### src/rtl/dsm_dac_multi_pkg.sv
// Shared definitions for the multi-channel delta-sigma DAC: counter widths,
// the midscale helper and the modulator control/selection types.
package dsm_dac_multi_pkg;

  localparam int UNDERRUN_CNT_W = 8;
  localparam logic [UNDERRUN_CNT_W-1:0] UNDERRUN_CNT_MAX = '1;

  typedef enum logic {
    ORDER_1 = 1'b0,
    ORDER_2 = 1'b1
  } mod_order_e;

  // Strobes shared by every channel modulator.
  typedef struct packed {
    logic tick;
    logic clr;
  } mod_strobe_t;

  function automatic int midscale(input int width);
    return 1 << (width - 1);
  endfunction

endpackage

### src/rtl/dsm_dac_mod.sv
// One-channel PDM modulator: first-order accumulator, plus an optional
// second-order error-feedback path when DSM_DAC_ORDER2_EN is defined.
module dsm_dac_mod
  import dsm_dac_multi_pkg::*;
#(
  parameter int BIT_WIDTH = 10
) (
  input  logic                 clk,
  input  logic                 reset,
  input  mod_strobe_t          strobe,
  input  logic                 mute,
`ifdef DSM_DAC_ORDER2_EN
  input  mod_order_e           order,
`endif
  input  logic [BIT_WIDTH-1:0] sample,
  output logic                 dac_bit
);
  localparam logic [BIT_WIDTH-1:0] MID = BIT_WIDTH'(midscale(BIT_WIDTH));

  logic [BIT_WIDTH-1:0] u;
  logic [BIT_WIDTH-1:0] acc;
  logic [BIT_WIDTH:0]   sum1;

  // Offset-binary modulator input; mute forces exact midscale.
  assign u    = mute ? MID : {~sample[BIT_WIDTH-1], sample[BIT_WIDTH-2:0]};
  assign sum1 = {1'b0, acc} + {1'b0, u};

`ifdef DSM_DAC_ORDER2_EN
  localparam int SW = BIT_WIDTH + 3;
  localparam int VW = BIT_WIDTH + 5;
  localparam logic signed [VW-1:0] V_MAX = VW'(2 ** (BIT_WIDTH + 1));
  localparam logic signed [VW-1:0] V_MIN = -V_MAX;
  localparam logic signed [VW-1:0] V_THR = VW'(2 ** (BIT_WIDTH - 1));
  localparam logic signed [VW-1:0] V_ONE = VW'(2 ** BIT_WIDTH);

  logic signed [SW-1:0] e1, e2, e_next;
  logic signed [VW-1:0] u_x, e1_x, e2_x, v_raw, v_sat, e_full;
  logic                 y;

  always_comb begin
    u_x    = $signed({{(VW-BIT_WIDTH){1'b0}}, u});
    e1_x   = $signed({{(VW-SW){e1[SW-1]}}, e1});
    e2_x   = $signed({{(VW-SW){e2[SW-1]}}, e2});
    v_raw  = u_x + (e1_x <<< 1) - e2_x;
    v_sat  = v_raw;
    if (v_raw > V_MAX) v_sat = V_MAX;
    else if (v_raw < V_MIN) v_sat = V_MIN;
    y      = (v_sat >= V_THR);
    e_full = y ? (v_sat - V_ONE) : v_sat;
    e_next = $signed(e_full[SW-1:0]);
  end

  always_ff @(posedge clk or posedge reset) begin
    if (reset) begin
      acc     <= '0;
      e1      <= '0;
      e2      <= '0;
      dac_bit <= 1'b0;
    end else if (strobe.tick) begin
      if (strobe.clr) begin
        acc     <= '0;
        e1      <= '0;
        e2      <= '0;
        dac_bit <= 1'b0;
      end else if (order == ORDER_2) begin
        dac_bit <= y;
        e2      <= e1;
        e1      <= e_next;
      end else begin
        dac_bit <= sum1[BIT_WIDTH];
        acc     <= sum1[BIT_WIDTH-1:0];
      end
    end
  end
`else
  always_ff @(posedge clk or posedge reset) begin
    if (reset) begin
      acc     <= '0;
      dac_bit <= 1'b0;
    end else if (strobe.tick) begin
      if (strobe.clr) begin
        acc     <= '0;
        dac_bit <= 1'b0;
      end else begin
        dac_bit <= sum1[BIT_WIDTH];
        acc     <= sum1[BIT_WIDTH-1:0];
      end
    end
  end
`endif

endmodule

### src/rtl/dsm_dac_multi.sv
// Multi-channel delta-sigma DAC: tick divider, OSR framing, hold/active sample
// buffering with underrun tracking. DSM_DAC_ORDER2_EN enables the order2 path.
module dsm_dac_multi
  import dsm_dac_multi_pkg::*;
#(
  parameter int CH_NUM    = 2,
  parameter int BIT_WIDTH = 10,
  parameter int FREQ_DIV  = 5,
  parameter int OSR       = 64
) (
  input  logic                        clk,
  input  logic                        reset,
  input  logic                        s_valid,
  output logic                        s_ready,
  input  logic [CH_NUM*BIT_WIDTH-1:0] s_data,
  input  logic                        mute,
  input  logic                        order2,
  output logic [CH_NUM-1:0]           dac_out,
  output logic                        underrun,
  output logic [UNDERRUN_CNT_W-1:0]   underrun_cnt
);
  localparam int DW    = CH_NUM * BIT_WIDTH;
  localparam int DIV_W = (FREQ_DIV > 1) ? $clog2(FREQ_DIV) : 1;
  localparam int OSR_W = $clog2(OSR);

  logic [DIV_W-1:0] div_cnt;
  logic [OSR_W-1:0] osr_cnt;
  logic             tick, boundary, hold_full, accept, mod_clr;
  logic [DW-1:0]    hold_data, active_data;
  mod_strobe_t      strobe;

  assign tick     = (div_cnt == DIV_W'(FREQ_DIV - 1));
  assign boundary = tick && (osr_cnt == OSR_W'(OSR - 1));
  assign s_ready  = !hold_full || boundary;
  assign accept   = s_valid && s_ready;

  always_ff @(posedge clk or posedge reset) begin
    if (reset) begin
      div_cnt <= '0;
      osr_cnt <= '0;
    end else begin
      div_cnt <= tick ? '0 : div_cnt + DIV_W'(1);
      if (tick) osr_cnt <= boundary ? '0 : osr_cnt + OSR_W'(1);
    end
  end

  // A boundary promotes the held frame; without one, the active frame repeats.
  always_ff @(posedge clk or posedge reset) begin
    if (reset) begin
      hold_data    <= '0;
      active_data  <= '0;
      hold_full    <= 1'b0;
      underrun     <= 1'b0;
      underrun_cnt <= '0;
    end else begin
      if (accept) hold_data <= s_data;
      if (boundary && hold_full) active_data <= hold_data;
      if (accept) hold_full <= 1'b1;
      else if (boundary) hold_full <= 1'b0;
      underrun <= boundary && !hold_full;
      if (boundary && !hold_full && underrun_cnt != UNDERRUN_CNT_MAX)
        underrun_cnt <= underrun_cnt + UNDERRUN_CNT_W'(1);
    end
  end

`ifdef DSM_DAC_ORDER2_EN
  mod_order_e order_reg;

  // Order changes land only on a sample boundary and restart both modulators.
  assign mod_clr = boundary && (order_reg != mod_order_e'(order2));

  always_ff @(posedge clk or posedge reset) begin
    if (reset) order_reg <= ORDER_1;
    else if (boundary) order_reg <= mod_order_e'(order2);
  end
`else
  logic unused_order2;
  assign unused_order2 = order2;
  assign mod_clr       = 1'b0;
`endif

  assign strobe.tick = tick;
  assign strobe.clr  = mod_clr;

  for (genvar gi = 0; gi < CH_NUM; gi++) begin : g_ch
    dsm_dac_mod #(.BIT_WIDTH(BIT_WIDTH)) u_mod (
      .clk     (clk),
      .reset   (reset),
      .strobe  (strobe),
      .mute    (mute),
`ifdef DSM_DAC_ORDER2_EN
      .order   (order_reg),
`endif
      .sample  (active_data[gi*BIT_WIDTH +: BIT_WIDTH]),
      .dac_bit (dac_out[gi])
    );
  end

endmodule

### config.mk
export PLATFORM = sky130hd
export DESIGN_NAME = dsm_dac_multi
export DESIGN_NICKNAME = d
export VERILOG_FILES = /design/src/rtl/dsm_dac_multi_pkg.sv /design/src/rtl/dsm_dac_mod.sv /design/src/rtl/dsm_dac_multi.sv
export SDC_FILE = /design/constraint.sdc
export NUM_CORES = 1
export LEC_CHECK = 0
export ABC_AREA = 1
export ABC_CLOCK_PERIOD_IN_PS = 4950
export BUFFER_PORTS_ARGS = -buffer_cell sky130_fd_sc_hd__buf_2
export CAP_MARGIN = 20
export CORE_ASPECT_RATIO = 0.5
export CORE_UTILIZATION = 30
export CTS_CLUSTER_SIZE = 16
export DETAILED_ROUTE_END_ITERATION = 10
export HOLD_SLACK_MARGIN = 0.03
export SLEW_MARGIN = 10
export SYNTH_ARGS = -nofsm -noshare
export SYNTH_HDL_FRONTEND = slang
export SYNTH_SLANG_ARGS = --single-unit
### constraint.sdc
create_clock -name clk -period 4.95 [get_ports clk]
set_input_delay 0.99 -clock clk [delete_from_list [all_inputs] [get_ports clk]]
set_output_delay 0.99 -clock clk [all_outputs]
set_load 0.03 [all_outputs]
# Yosys cells after proc, flatten, opt, wreduce, memory -nomap -nowiden

Cells that the tools add are included.

Bits in registers: 81
Bits of input ports: 25

Add/sub/neg operators: 5
Equal/unequal tests: 3
Multiplexer cells: 6
Bitwise gates (word level): 2
Reductions and logical operators: 8

Operators with widths:

| operator            | number |
|---|---|
| $add 10x10->11      | 2 |
| $mux 10             | 2 |
| $add 8x1->8 const B | 1 |
| $ne 8x8->1 const B  | 1 |
| $add 6x1->6 const B | 1 |
| $eq 6x6->1 const B  | 1 |
| $mux 6              | 1 |
| $logic_and 1x1->1   | 5 |
| $add 3x1->3 const B | 1 |
| $eq 3x3->1 const B  | 1 |
| $mux 3              | 1 |
| $mux 1              | 2 |
| $not 1->1           | 2 |
| $reduce_bool 2->1   | 1 |
| $logic_not 1->1     | 1 |
| $logic_or 1x1->1    | 1 |

# Depth between registers and ports, before layout

Depth after elaboration: 5
Depth in mapped cells: 14
Depth with buffers taken out: 13

# Cells and area by module

A second synthesis with hierarchy kept.

Cells, all modules: 601
Area total of the unflattened synthesis: 4,560.6 sq um

Modules (own cells, without submodules):

| module                       | instances | cells an instance | area an instance (sq um) | sequential area each (sq um) |
|---|---|---|---|---|
| dsm_dac_multi                | 1         | 301               | 2,582.5                  | 1,476.4 |
| dsm_dac_mod at g_ch[0].u_mod | 1         | 150               | 996.0                    | 275.3 |
| dsm_dac_mod at g_ch[1].u_mod | 1         | 150               | 982.2                    | 275.3 |

# Worst setup path after synthesis

Ideal clock, no wire load.

Kind: input -> register
From: input mute
To: register g_ch[0].u_mod.acc[6]
Library setup time: 0.123 ns
Arrival: 2.724 ns
Required time: 4.827 ns
Path slack: 2.103 ns
Cell stages on the path: 11
Buffers on the path: 2
Cells stage by stage: clkbuf_1 -> clkbuf_1 -> nor2_1 -> ha_1 -> fa_1 -> nand2_1 -> nand3_1 -> nand3_1 -> nand2_1 -> o21ai_0 -> nand2_1

Word-level cells in the longest chain between the ends: 2

RTL lines:

| element              | line                | text |
|---|---|---|
| from (decl)          | dsm_dac_multi.sv:16 | `input logic mute,` |
| $mux 10              | dsm_dac_mod.sv:25   | `assign u = mute ? MID : {~sample[BIT_WIDTH-1], sample[BIT_WIDTH-2:0]};` |
| $add 10x10->11       | dsm_dac_mod.sv:26   | `assign sum1 = {1'b0, acc} + {1'b0, u};` |
| to (signal assigned) | dsm_dac_mod.sv:86   | `acc <= sum1[BIT_WIDTH-1:0];` |
| to (decl)            | dsm_dac_mod.sv:21   | `logic [BIT_WIDTH-1:0] acc;` |

Every way passes these cells.
A chain may end at the register's enable or synchronous reset.

# Worst setup path in the final report

From: register div_cnt[0]
To: output s_ready

Word-level cells in the longest chain between the ends: 3

RTL lines:

| element                | line                | text |
|---|---|---|
| from (decl)            | dsm_dac_multi.sv:26 | `logic [DIV_W-1:0] div_cnt;` |
| from (signal assigned) | dsm_dac_multi.sv:42 | `div_cnt <= tick ? '0 : div_cnt + DIV_W'(1);` |
| $eq 3x3->1             | dsm_dac_multi.sv:32 | `assign tick = (div_cnt == DIV_W'(FREQ_DIV - 1));` |
| $logic_and 1x1->1      | dsm_dac_multi.sv:33 | `assign boundary = tick && (osr_cnt == OSR_W'(OSR - 1));` |
| $logic_or 1x1->1       | dsm_dac_multi.sv:34 | `assign s_ready = !hold_full \|\| boundary;` |
| to (decl)              | dsm_dac_multi.sv:14 | `output logic s_ready,` |

Every way passes these cells.

==> flow_metrics.env <==
export IMPL_synthArstFlopShare_pct=100
export IMPL_dieArea_um2=15400
export IMPL_coreArea_um2=14500
export IMPL_chipWidth_um=175
export IMPL_p_total_w=0.00138
export IMPL_h_tree_depth=3
export IMPL_initial_utilization_pct=30.8
export IMPL_drtIter0Drc=138
export IMPL_crit_type="reg2out"
export IMPL_path_clk_slew_ps=60
export IMPL_holdBufCountCts=0
export IMPL_setup_viol=0
export IMPL_worst_ir_drop_vdd_v=0.000153
export IMPL_ioPinCount=37
export IMPL_yosysTopAreaCell="dfrtp_1"
export IMPL_netlist_instances=562
export IMPL_routed_via_density=4.42
export IMPL_hpwl_mm=6.33
export IMPL_fin_crit_sh_pct=64.2
export IMPL_endpoint_kind="primary output"
export IMPL_clock_latency_ps=340
export IMPL_route_detailed_drc=0
export IMPL_synth_area_leaders="dfrtp_1, nand2_1, ha_1"
export IMPL_yosysWarnings=0
export IMPL_required_ps=3960
export IMPL_cts_setup_buffers=0
export IMPL_synth_top_cell_area_share_pct=45.4
export IMPL_critical_path_startpoint="div_cnt[0]"
export IMPL_synth_edf_count=0
export IMPL_grt_overflow=0
export IMPL_diodes=0
export IMPL_clk_path_buf_depth=2
export IMPL_wire_per_inst_um=11.4
export IMPL_clockRootBuffer="clkbuf_16"
export IMPL_r2r_start="div_cnt[0]"
export IMPL_cts_tree="built"
export IMPL_tightest_slew_ps=863
export IMPL_place_area_um2=4770
export IMPL_cp_arrival_ps=2190
export IMPL_clock_skew_ps=5.90
export IMPL_grt_pass1_wl_mm=15.8
export IMPL_syn_area_um2=4470
export IMPL_cts_sinks=81
export IMPL_layout_drive_gt1_share_pct=12.9
export IMPL_yosysSeqAreaShare_pct=45.4
export IMPL_vias=3512
export IMPL_final_area_um2=5080
export IMPL_synth_net_count=613
export IMPL_syn_avg_cell_area_um2=7.95
export IMPL_final_max_slew_viol_count=0
export IMPL_wl_mm=9.07
export IMPL_final_antenna_net_count=0
export IMPL_final_hold_viol_count=0
export IMPL_min_from="div_cnt[0]"
export IMPL_grt_usage_pct=12.9
export IMPL_cts_resized_gates=0
export IMPL_grt_pass1_vias=3345
export IMPL_drt_first_pass_iters=4
export IMPL_powerDensity_nw_per_um2=272
export IMPL_die_y_um=88.3
export IMPL_run_status="complete, no violations"
export IMPL_max_slew_margin_pct=42.5
export IMPL_synth_flop_cell="dfrtp_1"
export IMPL_clock_fmax_mhz=315
export IMPL_min_period_ps=3180
export IMPL_ys_types=34
export IMPL_floorplan_rows=31
export IMPL_p_leak_nw=2.68
export IMPL_ff2ff_setup_slack_ps=2840
export IMPL_synth_seq_cells=81
export IMPL_tns_ps=0
export IMPL_io_buffers=35
export IMPL_yosysMostFrequentCell="nand2_1"
export IMPL_syn2layout_area_growth_pct=13.7
export IMPL_final_util_pct=35.0
export IMPL_holdWs_ps=456
export IMPL_fin_nets=642
export IMPL_rsz0062_at_grt="false"
export IMPL_drv_cap=0
export IMPL_antenna_found_initial=0
export IMPL_grt_max_degree=50
export IMPL_critPathLaunchType="flop"
export IMPL_cts_buffers=9
export IMPL_crit_fanout=29
export IMPL_globalplace_congestion=0.820
export IMPL_hold_path_class="reg2reg"
export IMPL_synth_common_cells="nand2_1, dfrtp_1, nor2_1"
==> placed cells by master (no fill, tap or decap), drive strengths merged, types with 2 or more instances in the layout <==
cell type	n
a211oi	2
a21oi	30
a31oi	2
buf	37
clkbuf	10
clkinv	4
dfrtp	81
fa	2
ha	24
inv	56
nand2	181
nand3	54
nand3b	4
nand4	6
nor2	66
nor3	3
o21a	2
o21ai	17
or2	3
xnor2	4
xor2	6
==> layout make-up <==
| cell class | count | area [um^2] |
|---|---|---|
| fill | 1522 | 9420 |
| multi-input combinational | 406 | 2090 |
| sequential | 81 | 2030 |
| tap | 198 | 248 |
| clock buffer | 10 | 239 |
| inverter | 56 | 215 |
| timing repair buffer | 37 | 190 |
| clock inverter | 6 | 72.6 |
==> metrics by stage <==
step	setup WS [ps]	instances
2_1_floorplan	1880	562
3_3_place_gp	2060	778
3_5_place_dp	2060	778
4_1_cts	1740	794
5_1_grt	1630	794
6_report	1770	794
==> worst max-delay path, stage by stage, from the launching register on <==
cell and delay (ps):
dfrtp_1 390, inv_1 60, ha_1 140, nand2_1 40
buf_4 240, nor2_4 160, nand2_2 100, nor2_8 160
inv_4 60, nand2_4 220, buf_2 260
==> logic make-up after synthesis <==
family,after synthesis,synth area share [%]
compound gates,53,6.80
xor+xnor,10,1.96
simple gates,317,30.4
flops,81,45.4
buf+inv,75,7.84
fa+ha+maj,26,7.61
==> worst paths after layout <==
kind | to | cells after the start
setup / recovery | s_ready | 10
hold / removal | div_cnt[0] | 1
setup reg to reg | underrun_cnt[6] | 10
hold reg to reg | div_cnt[0] | 1
max in group asynchronous | active_data[7] | 3
min in group asynchronous | underrun_cnt[3] | 2
==> flip-flops by register name, summed over array words and instances (netlist names) <==
name	cells
hold_full	1
g_ch.u_mod.acc	20
hold_data	20
osr_cnt	6
g_ch.u_mod.dac_bit	2
div_cnt	3
underrun	1
active_data	20
underrun_cnt	8
==> power breakdown <==
group,leakage (nW),internal [W],switching (W)
clock network,0.150,0.000410,0.000281
registers,1.01,0.000662,0
logic,1.52,0.00000715,0.0000211
total,2.68,0.00108,0.000302
==> per-layer routing <==
metal / global-route usage [%] / part of all wire (%)
met4: 3.56 / 1.1
met3: 3.48 / 2.4
met2: 21.0 / 44
met1: 17.2 / 53
met5: 0 / 0
No activity file was read; power rests on OpenSTA's default activity.
